===== config.mk =====
export PLATFORM = sky130hd
export DESIGN_NAME = ahb_lite_slave_mux_flat
export DESIGN_NICKNAME = d
export VERILOG_FILES = /design/src/rtl/ahb_lite_slave_mux_if.sv /design/src/rtl/ahb_lite_slave_mux.sv /design/src/flat_wrapper.sv
export SDC_FILE = /design/constraint.sdc
export NUM_CORES = 1
export LEC_CHECK = 0
export CAP_MARGIN = 20
export CORE_AREA = 2 2 53 55
export CTS_BUF_LIST = sky130_fd_sc_hd__clkbuf_2
export CTS_CLUSTER_DIAMETER = 150
export DETAILED_ROUTE_END_ITERATION = 12
export DIE_AREA = 0 0 55 57
export DONT_BUFFER_PORTS = 1
export GPL_TIMING_DRIVEN = 0
export REMOVE_ABC_BUFFERS = 1
export SYNTH_ARGS = -nofsm -noshare
export SYNTH_HDL_FRONTEND = slang
export SYNTH_SLANG_ARGS = --single-unit

===== constraint.sdc =====
create_clock -name HCLK -period 2.4 [get_ports HCLK]
set_clock_uncertainty 0.1 [all_clocks]
set_input_delay 0.72 -clock HCLK [delete_from_list [all_inputs] [get_ports HCLK]]
set_output_delay 0.72 -clock HCLK [all_outputs]
set_load 0.02 [all_outputs]

===== src/rtl/ahb_lite_slave_mux_if.sv =====
// ----------------------------------------------------------------------------
// ahb_lite_slave_mux_if
//   Bus bundle around the AHB-Lite data-phase response multiplexer.
//   Address-phase request signals come from the master and the decoder.
//   Data-phase response signals come from slot 1 (memory) and slot 2 (AES128).
//   The muxed HRDATA/HREADY/HRESP go back to the master and all slaves.
//
//   modport slave  : view used by the multiplexer.
//                    Request and slave responses are inputs.
//                    HRDATA/HREADY/HRESP are outputs.
//   modport master : view used by the surrounding system or a bench, which
//                    drives the request and slave responses and observes the
//                    muxed response.
// ----------------------------------------------------------------------------
interface ahb_lite_slave_mux_if #(
    parameter int unsigned DATA_WIDTH = 32,
    parameter int unsigned ADDR_WIDTH = 32
);
    // address phase (decoder / master)
    logic                  HSELx1;
    logic                  HSELx2;
    logic [1:0]            HTRANS;
    logic [ADDR_WIDTH-1:0] HADDR;
    // data phase, slot 1 (memory)
    logic [DATA_WIDTH-1:0] HRDATAx1;
    logic                  HREADYOUTx1;
    logic                  HRESPx1;
    // data phase, slot 2 (AES128)
    logic [DATA_WIDTH-1:0] HRDATAx2;
    logic                  HREADYOUTx2;
    logic                  HRESPx2;
    // muxed response to master
    logic [DATA_WIDTH-1:0] HRDATA;
    logic                  HREADY;
    logic                  HRESP;

    modport slave (
        input  HSELx1, HSELx2, HTRANS, HADDR,
        input  HRDATAx1, HREADYOUTx1, HRESPx1,
        input  HRDATAx2, HREADYOUTx2, HRESPx2,
        output HRDATA, HREADY, HRESP
    );

    modport master (
        output HSELx1, HSELx2, HTRANS, HADDR,
        output HRDATAx1, HREADYOUTx1, HRESPx1,
        output HRDATAx2, HREADYOUTx2, HRESPx2,
        input  HRDATA, HREADY, HRESP
    );
endinterface


===== src/rtl/ahb_lite_slave_mux.sv =====
// ----------------------------------------------------------------------------
// ahb_lite_slave_mux
//   AHB-Lite data-phase response multiplexer with a built-in default slave.
//
//   Behaviour
//     - Registers the decoder selects on every edge where HREADY=1.
//       Slot 1 (memory) wins over slot 2 (AES128).
//     - Routes the owning slave's response back to the master.
//     - An active transfer (NONSEQ/SEQ) to an unmapped address gets the
//       two-cycle ERROR response from the internal default slave.
//
//   Ports
//     HCLK      in   bus clock, rising edge
//     HRESET    in   asynchronous active-high reset
//     bus       ahb_lite_slave_mux_if.slave
//               (HSELx1/2, HTRANS, HADDR, HRDATAx1/2, HREADYOUTx1/2,
//                HRESPx1/2 in; HRDATA, HREADY, HRESP out)
//     ERR_ADDR  out  HADDR of the last unmapped access   (AHB_MUX_ERR_CAPTURE_EN)
//     ERR_VALID out  sticky flag, an unmapped access seen (AHB_MUX_ERR_CAPTURE_EN)
//
//   Optional feature macro: AHB_MUX_ERR_CAPTURE_EN
// ----------------------------------------------------------------------------
module ahb_lite_slave_mux #(
    parameter int unsigned DATA_WIDTH = 32,
    parameter int unsigned ADDR_WIDTH = 32
) (
    input  logic                  HCLK,
    input  logic                  HRESET,
    ahb_lite_slave_mux_if.slave   bus
`ifdef AHB_MUX_ERR_CAPTURE_EN
    ,
    output logic [ADDR_WIDTH-1:0] ERR_ADDR,
    output logic                  ERR_VALID
`endif
);

    typedef enum logic [1:0] {
        DS_IDLE = 2'd0,
        DS_ERR1 = 2'd1,
        DS_ERR2 = 2'd2
    } ds_state_e;

    localparam logic [1:0] SEL_DEF = 2'b00;
    localparam logic [1:0] SEL_MEM = 2'b01;
    localparam logic [1:0] SEL_AES = 2'b10;

    logic [1:0]            sel_q, sel_d;
    ds_state_e             state_q, state_d;
    logic [DATA_WIDTH-1:0] hrdata_mux;
    logic                  hready_mux;
    logic                  hresp_mux;
    logic                  unmapped_req;

    // An active transfer that no slave claims.
    assign unmapped_req = ~bus.HSELx1 & ~bus.HSELx2 & bus.HTRANS[1];

    // Response mux. sel_q=11 cannot occur and falls back to the default slave.
    always_comb begin
        hrdata_mux = '0;
        hready_mux = 1'b1;
        hresp_mux  = 1'b0;
        case (sel_q)
            SEL_MEM: begin
                hrdata_mux = bus.HRDATAx1;
                hready_mux = bus.HREADYOUTx1;
                hresp_mux  = bus.HRESPx1;
            end
            SEL_AES: begin
                hrdata_mux = bus.HRDATAx2;
                hready_mux = bus.HREADYOUTx2;
                hresp_mux  = bus.HRESPx2;
            end
            default: begin
                case (state_q)
                    DS_ERR1: begin
                        hready_mux = 1'b0;
                        hresp_mux  = 1'b1;
                    end
                    DS_ERR2: begin
                        hready_mux = 1'b1;
                        hresp_mux  = 1'b1;
                    end
                    default: begin
                        hready_mux = 1'b1;
                        hresp_mux  = 1'b0;
                    end
                endcase
            end
        endcase
    end

    assign bus.HRDATA = hrdata_mux;
    assign bus.HREADY = hready_mux;
    assign bus.HRESP  = hresp_mux;

    // Owner and default-slave next state; both advance only when HREADY=1.
    always_comb begin
        sel_d   = sel_q;
        state_d = state_q;
        if (hready_mux) begin
            sel_d = {bus.HSELx2 & ~bus.HSELx1, bus.HSELx1};
        end
        case (state_q)
            DS_IDLE: if (hready_mux && unmapped_req) state_d = DS_ERR1;
            DS_ERR1: state_d = DS_ERR2;
            DS_ERR2: state_d = unmapped_req ? DS_ERR1 : DS_IDLE;
            default: state_d = DS_IDLE;
        endcase
    end

    always_ff @(posedge HCLK or posedge HRESET) begin
        if (HRESET) begin
            sel_q   <= SEL_DEF;
            state_q <= DS_IDLE;
        end else begin
            sel_q   <= sel_d;
            state_q <= state_d;
        end
    end

`ifdef AHB_MUX_ERR_CAPTURE_EN
    logic [ADDR_WIDTH-1:0] err_addr_q, err_addr_d;
    logic                  err_valid_q, err_valid_d;

    // DS_ERR1 is never held, so state_d==DS_ERR1 marks exactly the entry edge.
    always_comb begin
        err_addr_d  = err_addr_q;
        err_valid_d = err_valid_q;
        if (state_d == DS_ERR1) begin
            err_addr_d  = bus.HADDR;
            err_valid_d = 1'b1;
        end
    end

    always_ff @(posedge HCLK or posedge HRESET) begin
        if (HRESET) begin
            err_addr_q  <= '0;
            err_valid_q <= 1'b0;
        end else begin
            err_addr_q  <= err_addr_d;
            err_valid_q <= err_valid_d;
        end
    end

    assign ERR_ADDR  = err_addr_q;
    assign ERR_VALID = err_valid_q;
`else
    logic unused_haddr;
    assign unused_haddr = ^bus.HADDR;
`endif

endmodule


===== src/flat_wrapper.sv =====
// flat-port wrapper written by rule: the top's interface ports become plain ports
module ahb_lite_slave_mux_flat 
#(
    parameter int unsigned DATA_WIDTH = 32,
    parameter int unsigned ADDR_WIDTH = 32
)
  (HCLK, HRESET, bus_HSELx1, bus_HSELx2, bus_HTRANS, bus_HADDR, bus_HRDATAx1, bus_HREADYOUTx1, bus_HRESPx1, bus_HRDATAx2, bus_HREADYOUTx2, bus_HRESPx2, bus_HRDATA, bus_HREADY, bus_HRESP);
  ahb_lite_slave_mux_if #(.DATA_WIDTH(DATA_WIDTH), .ADDR_WIDTH(ADDR_WIDTH)) bus_i ();
  input  logic HCLK;
  input  logic HRESET;
  input wire logic [$bits(bus_i.HSELx1)-1:0] bus_HSELx1;
  input wire logic [$bits(bus_i.HSELx2)-1:0] bus_HSELx2;
  input wire logic [$bits(bus_i.HTRANS)-1:0] bus_HTRANS;
  input wire logic [$bits(bus_i.HADDR)-1:0] bus_HADDR;
  input wire logic [$bits(bus_i.HRDATAx1)-1:0] bus_HRDATAx1;
  input wire logic [$bits(bus_i.HREADYOUTx1)-1:0] bus_HREADYOUTx1;
  input wire logic [$bits(bus_i.HRESPx1)-1:0] bus_HRESPx1;
  input wire logic [$bits(bus_i.HRDATAx2)-1:0] bus_HRDATAx2;
  input wire logic [$bits(bus_i.HREADYOUTx2)-1:0] bus_HREADYOUTx2;
  input wire logic [$bits(bus_i.HRESPx2)-1:0] bus_HRESPx2;
  output wire logic [$bits(bus_i.HRDATA)-1:0] bus_HRDATA;
  output wire logic [$bits(bus_i.HREADY)-1:0] bus_HREADY;
  output wire logic [$bits(bus_i.HRESP)-1:0] bus_HRESP;
  assign bus_i.HSELx1 = bus_HSELx1;
  assign bus_i.HSELx2 = bus_HSELx2;
  assign bus_i.HTRANS = bus_HTRANS;
  assign bus_i.HADDR = bus_HADDR;
  assign bus_i.HRDATAx1 = bus_HRDATAx1;
  assign bus_i.HREADYOUTx1 = bus_HREADYOUTx1;
  assign bus_i.HRESPx1 = bus_HRESPx1;
  assign bus_i.HRDATAx2 = bus_HRDATAx2;
  assign bus_i.HREADYOUTx2 = bus_HREADYOUTx2;
  assign bus_i.HRESPx2 = bus_HRESPx2;
  assign bus_HRDATA = bus_i.HRDATA;
  assign bus_HREADY = bus_i.HREADY;
  assign bus_HRESP = bus_i.HRESP;
  ahb_lite_slave_mux #(.DATA_WIDTH(DATA_WIDTH), .ADDR_WIDTH(ADDR_WIDTH)) u_core (.HCLK(HCLK), .HRESET(HRESET), .bus(bus_i));
endmodule

# ---- After elaboration in Yosys (flattened, before gate mapping)
# Index checks and enable logic that the tools add are counted.
dict set report word_totals {
  ff_bits 4
  input_bits 106
  out_inout_bits 34
  wordCells 23
}
dict set report classes {
  n_eq_ne 5
  n_mux 8
  bitwise 5
  reduce_logical 3
}
# op count
set ops {}
lappend ops {{one-hot mux 32 bit (2 select lines)} 1}
lappend ops {{one-hot mux 2 bit (3 select lines)} 1}
lappend ops {{== test 2 x 1 -> 1 bit (second input constant)} 2}
lappend ops {{== test 2 bit (second input constant)} 2}
lappend ops {{one-hot mux 1 bit (2 select lines)} 2}
lappend ops {{bitwise AND 1 bit} 3}
lappend ops {{two-way mux 1 bit} 3}
lappend ops {{logical NOT 2 bit} 1}
lappend ops {{two-way mux 2 bit} 1}
lappend ops {{inequality test 2 x 1 -> 1 bit (second input constant)} 1}
lappend ops {{inverter 1 bit} 2}
lappend ops {{OR reduction 2 bit} 1}
lappend ops {{logical AND 1 bit} 1}

# ---- Logic depth before layout (Yosys ltp)
# Gate-level depths: netlist (run 1).
dict set report logic_depth {
  ltp_word 6
  ltp_mapped 7
  depth_no_buf 6
}

# ---- Worst setup path before layout (run 1)
# No wires, ideal clock.
dict set report synth_timing {
  path_kind {register -> output}
  startpoint {reg u_core.sel_q[0]}
  endpoint {out bus_HRDATA[10]}
  arrival_time_ps 1373
  required_ps 1580
  setup_slack_ps 207
  stages_incl_launch_ff 7
  n_path_buf 2
  cell_sequence {dfrtp_1 -> inv_1 -> ha_1 -> buf_6 -> clkbuf_1 -> a22oi_1 -> nor2_1}
}
dict set report synth_between {
  elab_chain_len 2
  elab_cells_between_ends 3
  cone_classes {eq/ne (2); mux (1)}
}
# item line_no
set synth_lines {}
lappend synth_lines {{from (decl)} ahb_lite_slave_mux.sv:47} ;# logic [1:0] sel_q, sel_d;
lappend synth_lines {{from (signal assigned)} ahb_lite_slave_mux.sv:116} ;# sel_q <= sel_d;
lappend synth_lines {{== test 2 bit / == test 2 x 1 -> 1 bit (equally long branches)} ahb_lite_slave_mux.sv:62} ;# case (sel_q)
lappend synth_lines {{one-hot mux 32 bit (2 select lines) *} ahb_lite_slave_mux.sv:62}
lappend synth_lines {{to (decl)} flat_wrapper.sv:21} ;# output wire logic [$bits(bus_i.HRDATA)-1:0] bus_HRDATA;
# Mark *: on every way between the ends. The rest lies on a longest branch, timed or not.

# ---- Final worst setup path (run 1)
dict set report layout_timing {
  startpoint {reg u_core.sel_q[0]}
  endpoint {out bus_HREADY}
}
dict set report layout_between {
  elab_chain_len 2
  elab_cells_between_ends 3
  cone_classes {eq/ne (2); mux (1)}
}
# item line_no
set layout_lines {}
lappend layout_lines {{== test 2 bit / == test 2 x 1 -> 1 bit (equally long branches)} ahb_lite_slave_mux.sv:62}
lappend layout_lines {{one-hot mux 1 bit (2 select lines) *} ahb_lite_slave_mux.sv:62}
lappend layout_lines {{to (decl)} flat_wrapper.sv:22} ;# output wire logic [$bits(bus_i.HREADY)-1:0] bus_HREADY;
# Marks and branches as above.

==> flow_summary_export.csv, run 1 <==
group,metric,value,unit
drt,drt_wl_total,3330,um
setup_path,critical_path.most_common_cell,"sky130_fd_sc_hd__inv_2",
run_status,status,"finished, final reports clean",
place,detailed_place_hpwl,2420,um
global_route,globalRouteMet1Util,21.9,%
finish,fin_util,34.4,%
logic_synthesis,mean_area_per_synthesized_cell,6.81,um^2
drt,vias,877,
sta,grt_setup_unrepaired,"yes",
setup_path,critical_path.reg2reg.startpoint,"u_core.sel_q[0]",
setup_path,crit_type,"reg2out",
floorplan,start_util,28.7,%
setup_path,path_cells,"inv_2 -> ha_4 -> buf_12 -> a221o_1 -> nand2_1 -> inv_2",
global_route,via_count_of_the_first_global_routing_pass,791,
floorplan,placeable_core_area,2620,um^2
global_route,grt_use_met3,13.4,%
setup_path,critical_path_required,1.58,ns
cts,clkLatencyLatePin,0.21,ns
floorplan,die_h,57,um
setup_path,worstPathBufferInverterCount,3,
cts,htree_levels,1,
sta,max_freq,423,MHz
pwr,power.leakage,0.344,nW
drt,routedWlPerCell,24.1,um
global_route,globalRoute.busiestLayer,"met2",
sta,finalCriticalPeriod,2.36,ns
pwr,max-vdd-ir-drop,0.000957,V
setup_path,cp_max_fo,17,
place,port_buffers,0,
drt,detail_route.first_pass.iterations,4,
global_route,gr-usage-all-layers,19.2,%
logic_synthesis,seq_total_area_yosys,13.4,%
sta,report.final.slew_viol_count,0,
floorplan,die_extent_in_x,55,um
cts,root_buffer,"sky130_fd_sc_hd__clkbuf_2",
finish,drive_gt1_share,32.7,%
global_route,grt_overflow_total,0,
global_route,grt_start_max_net_pins,35,
finish,layout.area.seq,100,um^2
sta,timing.slew.headroom,74.3,%
logic_synthesis,largest_family_of_logic_cells_by_synthesized_area,"compound AO/OA/AOI/OAI gates",
drt,vias_per_cell,6.36,
setup_path,crit_path_max_incr_delay,0.40,ns
logic_synthesis,netlist.top_cell.by_area,"sky130_fd_sc_hd__a22oi_1",
finish,design.final.nets,222,
global_route,grt_pass1_wl,4200,um
logic_synthesis,synth_compound_area_share,37.7,%
global_route,grt_util_met2,29.3,%
floorplan,dieArea,3140,um^2
logic_synthesis,multiplexer_share_of_the_synthesized_area,3.34,%
finish,filler_cell_count,279,
job,max_cap_viol_count,0,
logic_synthesis,yosys.cell_types.count,20,
drt,detail_route.drc_violations,0,
logic_synthesis,synth-adder-area-share,11.7,%
sta,tightest_slew,0.383,ns
logic_synthesis,synth_top_cells_by_area,"sky130_fd_sc_hd__a22oi_1 (33%), sky130_fd_sc_hd__nor2_1 (17%), sky130_fd_sc_hd__dfrtp_1 (13%), sky130_fd_sc_hd__ha_1 (12%), sky130_fd_sc_hd__clkbuf_1 (3.5%)",
pwr,power_density,1810,nW/um^2
logic_synthesis,post_synthesis_instance_area,749,um^2
cts,clk_transition_reported_paths,0.05,ns
floorplan,fp-row-count,19,
setup_path,startpoint_type,"register",
setup_path,path_delay_family,"flip-flops",
cts,tritoncts_num_sinks,4,
finish,antenna-diode-count,0,
place,gp_congestion,0.762,
logic_synthesis,synth_simple_gate_area_share,22.7,%
logic_synthesis,synthesis.instances,110,
sta,setup_viol_count_final,0,
logic_synthesis,synthXorXnorAreaFrac,0,%
setup_path,sort_of_element_at_the_end_of_the_critical_path,"output port",
cts,cts_tree,"yes",
drt,antenna_violating_nets_post_route,0,
setup_path,cpMaxStageDelayCell,"sky130_fd_sc_hd__dfrtp_1",
sta,report.final.hold_viol_count,0,
floorplan,ios,140,
finish,multi_input_area,642,um^2
finish,layoutNonFillerInstCount,138,
logic_synthesis,ys.warnings.count,0,
drt,number_of_design_rule_violations_left_by_the_first_detailed_router_iteration,32,
global_route,antenna_found_initial,0,
sta,finalCritPeriodShare,98.4,%
place,numPlacedInstances,129,
finish,area_delta_synth_final,20.0,%
cts,clock_tree.buffer_depth,2,
hold_path,hold_class,"in2async",
cts,cts_inserted_buffers,3,
logic_synthesis,netlist.area_leader.share,33.1,%
setup_path,cp.arrival,1.54,ns
setup_path,critPathLaunch,"u_core.sel_q[0]",
logic_synthesis,synth_seq_cells,4,
cells by family after synthesis:
| kind of cell | after synthesis |
|---|---|
| buffers and inverters | 18 |
| and+or+nand+nor | 41 |
| adders and majority gates | 7 |
| muxes | 2 |
| AOI/OAI and AO/OA | 38 |
| DFF | 4 |
per-layer routing:
metal | wire [um] | share of wire, % | vias up
li1 | - | - | 392
met1 | 1240 | 37 | 407
met2 | 1500 | 45 | 76
met3 | 585 | 18 | 2
met4 | 4 | 0.12 | 0
met5 | 0 | 0 | -
sequential cells by signal, summed over array words and instances, names as in the netlist:
| name | cells |
|---|---|
| u_core.sel_q | 2 |
| u_core.state_q | 2 |
layout make-up:
type | count | area share (%)
Tap cell | 31 | 4.31
Sequential cell | 4 | 11.1
Clock buffer | 3 | 1.67
Multi-Input combinational cell | 88 | 71.3
Inverter | 6 | 2.50
Timing Repair Buffer | 6 | 9.04
power by group:
part,switching [W],leakage [nW],internal [W],total (W)
registers,0.0000319,0.0517,0.0000972,0.000129
clock network,0.0000268,0.0125,0.0000336,0.0000603
logic,0.000990,0.280,0.000447,0.00144
through the flow:
stage	cell area [um^2]	hold WS, ns	TNS (ns)	worst slack [ns]	power (W)
final	900	0.181	0	0.0385	0.00163
after global routing	900	0.167	-0.0781	-0.0781	0.00174
after CTS	856	0.173	-0.0325	-0.0325	0.00155
after detailed placement	727	0.407	-14.53	-0.490	0.00123
after global placement	727	0.401	-10.21	-0.353	0.00119
after floorplan	688	0.386	-1.14	-0.0764	0.00106
placed cells by master, fill, tap and decap left out, drive strengths merged:
cell type,netlist,routed
nor3b,1,1
a22oi,33,33
nand3,2,2
inv,6,6
ha,7,7
a32o,1,1
nand2,4,4
a221o,1,1
nor2,33,33
buf,5,6
clkbuf,7,3
dfrtp,4,4
mux2i,1,1
o21ai,3,3
nand4b,1,1
mux2,1,1
path summary, 6_finish.rpt:
check                                    endpoint  slack, ns  cells after the start
max in group asynchronous       u_core.state_q[0]       1.86                      1
worst max-delay path                   bus_HREADY       0.04                      6
min in group HCLK               u_core.state_q[1]       0.49                      1
worst min register to register  u_core.state_q[1]       0.49                      1
worst max register to register  u_core.state_q[1]       0.50                      7
worst min-delay path              u_core.sel_q[0]       0.18                      1
synthesized netlist by cell type (all sizes together):
cell type,number
a32o,1
ha,7
inv,6
nand3,2
a221o,1
mux2,1
mux2i,1
buf,5
o21ai,3
nand4b,1
nand2,4
nor2,33
nor3b,1
clkbuf,7
a22oi,33
dfrtp,4
what timing repair did:
action | 4_1_cts | 5_1_grt
pin swaps | 1 | 1
buffers inserted | 3 | 3
hold buffers | 0 | 0
setup endpoints to repair | 36 | 32
resized for setup | 23 | 2
worst reg2reg max path: stages (launching register included):
cell and delay [ns]:
sky130_fd_sc_hd__dfrtp_1 0.40, sky130_fd_sc_hd__inv_2 0.07, sky130_fd_sc_hd__ha_4 0.17, sky130_fd_sc_hd__buf_12 0.14, sky130_fd_sc_hd__a221o_1 0.37, sky130_fd_sc_hd__nand3_2 0.11, sky130_fd_sc_hd__nand2_1 0.08, sky130_fd_sc_hd__mux2_4 0.31
Note: power is estimated with default switching activity, not from simulation.
==> inputs of run 2 (changes only) <==
--- a/config.mk
+++ b/config.mk
@@ -5,15 +5,16 @@
 export SDC_FILE = /design/constraint.sdc
 export NUM_CORES = 1
 export LEC_CHECK = 0
+export ABC_AREA = 1
 export CAP_MARGIN = 20
-export CORE_AREA = 2 2 53 55
+export CORE_AREA = 2 2 54 56
 export CTS_BUF_LIST = sky130_fd_sc_hd__clkbuf_2
 export CTS_CLUSTER_DIAMETER = 150
 export DETAILED_ROUTE_END_ITERATION = 12
-export DIE_AREA = 0 0 55 57
+export DIE_AREA = 0 0 56 58
 export DONT_BUFFER_PORTS = 1
 export GPL_TIMING_DRIVEN = 0
-export REMOVE_ABC_BUFFERS = 1
+export PLACE_DENSITY_LB_ADDON = 0.12
 export SYNTH_ARGS = -nofsm -noshare
 export SYNTH_HDL_FRONTEND = slang
 export SYNTH_SLANG_ARGS = --single-unit
==> run 2 against run 1 <==
- fmax up 0.90%
- first-iteration DRC count down 6.3%
- non-clock buffer count up 6
- synthesized area up 12%
- final area up 39%
- synthesized cell count up 42%
- critical endpoint is now bus_HRDATA[29]
- sequential power about the same
- setup slack better by 0.021 ns
- cell count up 38%
- power up 22%
==> flow_summary_export.csv, run 2 <==
group,metric,value,unit
global_route,grt_start_max_net_pins,11,
finish,layoutNonFillerInstCount,190,
logic_synthesis,yosys.cell_types.count,13,
floorplan,die_h,58,um
cts,root_buffer,"sky130_fd_sc_hd__clkbuf_2",
cts,clock_tree.buffer_depth,2,
logic_synthesis,synth_enable_flop_cells,0,
logic_synthesis,syn-num-nets,269,
place,numPlacedInstances,187,
pwr,max-vdd-ir-drop,0.000909,V
logic_synthesis,ys.warnings.count,0,
setup_path,cp_max_fo,10,
global_route,grt_pass1_wl,3640,um
sta,finalCritPeriodShare,97.5,%
sta,tightest_slew,0.459,ns
sta,finalCriticalPeriod,2.34,ns
drt,number_of_design_rule_violations_left_by_the_first_detailed_router_iteration,30,
logic_synthesis,synth_top_cells_by_area,"sky130_fd_sc_hd__nand2_1 (34%), sky130_fd_sc_hd__a21oi_1 (21%), sky130_fd_sc_hd__dfrtp_1 (12%), sky130_fd_sc_hd__ha_1 (10%), sky130_fd_sc_hd__buf_4 (8.1%)",
setup_path,path_cells,"inv_1 -> ha_1 -> buf_4 -> buf_4 -> a21oi_4",
global_route,antenna_found_initial,0,
drt,routedWlPerCell,15.9,um
cts,cts_inserted_buffers,3,
finish,drive_gt1_share,33.3,%
cts,clk_transition_reported_paths,0.04,ns
finish,antenna-diode-count,0,
cts,post-cts-setup-buffer-count,0,
floorplan,placeable_core_area,2660,um^2
sta,grt_setup_unrepaired,"yes",
global_route,via_count_of_the_first_global_routing_pass,867,
logic_synthesis,ys_async_sr_fraction,100,%
setup_path,cp.arrival,1.52,ns
place,port_buffers,0,
hold_path,hold_class,"in2async",
place,gp_congestion,0.655,
logic_synthesis,top_post_synthesis_cells_by_count,"sky130_fd_sc_hd__nand2_1 (76), sky130_fd_sc_hd__a21oi_1 (35), sky130_fd_sc_hd__buf_4 (9), sky130_fd_sc_hd__inv_1 (9), sky130_fd_sc_hd__ha_1 (7)",
logic_synthesis,ys_dominant_reg_cell,"sky130_fd_sc_hd__dfrtp_1",
floorplan,die_extent_in_x,56,um
floorplan,start_util,31.4,%
finish,design.final.nets,274,
finish,fin_util,46.9,%
place,detailed_place_hpwl,2070,um
cts,htree_levels,1,
drt,vias_per_cell,5.27,
floorplan,dieArea,3250,um^2
cts,clkLatencyLatePin,0.20,ns
finish,most_frequent_cells_in_the_layout,"sky130_fd_sc_hd__nand2_1 (76), sky130_fd_sc_hd__a21oi_4 (30), sky130_fd_sc_hd__buf_4 (11), sky130_fd_sc_hd__inv_1 (8), sky130_fd_sc_hd__ha_1 (7)",
global_route,grt_overflow_total,0,
finish,layout_commonest_cell,"sky130_fd_sc_hd__nand2_1",
setup_path,critical_path_required,1.58,ns
cts,tritoncts_num_sinks,4,
cts,cts_tree,"yes",
setup_path,critical_path.reg2reg.startpoint,"u_core.sel_q[0]",
setup_path,critPathLaunch,"u_core.sel_q[0]",
pwr,total_power,0.00198,W
sta,report.final.hold_viol_count,0,
setup_path,setup.reg_to_reg.worst_slack,0.90,ns
setup_path,rr_worst_depth,9,
setup_path,sort_of_element_at_the_end_of_the_critical_path,"output port",
sta,max_freq,427,MHz
setup_path,cpMaxStageDelayCell,"sky130_fd_sc_hd__dfrtp_1",
logic_synthesis,synth_seq_cells,4,
sta,final.hold.worst_slack,0.197,ns
pwr,power_density,1590,nW/um^2
drt,detail_route.drc_violations,0,
finish,area_delta_synth_final,49.0,%
setup_path,crit_type,"reg2out",
drt,vias,1002,
floorplan,ios,140,
logic_synthesis,netlist.area_leader.share,34.1,%
job,max_cap_viol_count,0,
setup_path,startpoint_type,"register",
logic_synthesis,most_numerous_cell_in_the_yosys_netlist,"sky130_fd_sc_hd__nand2_1",
drt,detail_route.first_pass.iterations,4,
pwr,power.leakage,0.416,nW
sta,report.final.slew_viol_count,0,
sta,setup_viol_count_final,0,
setup_path,crit_path_max_incr_delay,0.36,ns
logic_synthesis,seq_total_area_yosys,12.0,%
sta,timing.slew.headroom,69.5,%
drt,drt_wl_total,3020,um
sta,finalSetupTns,0,ns
finish,layout_top_registers,"u_core.sel_q: 2 flops, u_core.state_q: 2 flops",
cts,hold_buffers,0,
run_status,status,"finished, final reports clean",
setup_path,critical_path.reg2reg.endpoint,"u_core.state_q[1]",
floorplan,fp-row-count,19,
global_route,gr-usage-all-layers,13.7,%
logic_synthesis,post_synthesis_instance_area,837,um^2
logic_synthesis,mean_area_per_synthesized_cell,5.37,um^2
logic_synthesis,netlist.top_cell.by_area,"sky130_fd_sc_hd__nand2_1",
logic_synthesis,synthesis.instances,156,
drt,antenna_violating_nets_post_route,0,
setup_path,critical_path.most_common_cell,"sky130_fd_sc_hd__buf_4",
## run 2: changes by cell type after synthesis, sizes merged, moves of 3 or more
cell and delta:
inv +4, nand2 +74, a22oi -33, nor2 -30, a21oi +35, nand3 +3
buf +7, clkbuf -7
## run 2: stage by stage
| stage | area, um^2 | worst slack [ns] |
|---|---|---|
| after CTS | 940 | -0.0905 |
| after floorplan | 837 | 0.258 |
| after global routing | 1250 | -0.0346 |
| after global placement | 876 | 0.137 |
| after detailed placement | 876 | 0.104 |
| final | 1250 | 0.0595 |
## run 2: cell type report
class                           instances  area (um^2)
Multi-Input combinational cell        130          962
Fill cell                             268         1420
Buffer                                 12         93.8
Tap cell                               31         38.8
Sequential cell                         4          100
Inverter                               10         37.5
Clock buffer                            3         15.0
## run 2: critical path, delay by kind of cell (launching register included)
kind	cells	cell delay, ns
fa+ha+maj	1	0.28
buf+inv	3	0.45
flops	1	0.36
compound gates	1	0.22
## run 2: cell families (layout without fill, tap and decap cells)
logic type | Yosys count | in the layout | share of synthesized area, %
compound gates | 37 | 37 | 22.1
buf+inv | 22 | 25 | 14.3
fa+ha+maj | 7 | 7 | 10.5
simple gates | 86 | 86 | 41.1
flops | 4 | 4 | 12.0
## run 2: what timing repair did
item                       4_1_cts  5_1_grt
pin swaps                        0        0
setup endpoints to repair       31       31
resized for setup               13       57
## run 2: per-layer routing
layer  global-route usage (%)  wire length (um)  vias to the layer above
met2                     24.0              1750                       56
met1                     15.4               961                      447
met5                        0                 0                        -
li1                         -                 -                      497
met4                     5.10                14                        0
met3                     4.91               294                        2
## run 2: how the worst max path moves through the flow
stage | endpoint
floorplan | bus_HRDATA[0]
global placement | bus_HRDATA[0]
detailed placement | bus_HRDATA[0]
CTS | bus_HRDATA[2]
global route | bus_HRDATA[10]
finish | bus_HRDATA[29]
## run 2: power by group
| part | internal (W) | switching, W | total (W) |
|---|---|---|---|
| Sequential | 0.0000997 | 0.0000293 | 0.000129 |
| Combinational | 0.000515 | 0.00128 | 0.00179 |
| Clock | 0.0000335 | 0.0000237 | 0.0000572 |
| Total | 0.000649 | 0.00133 | 0.00198 |
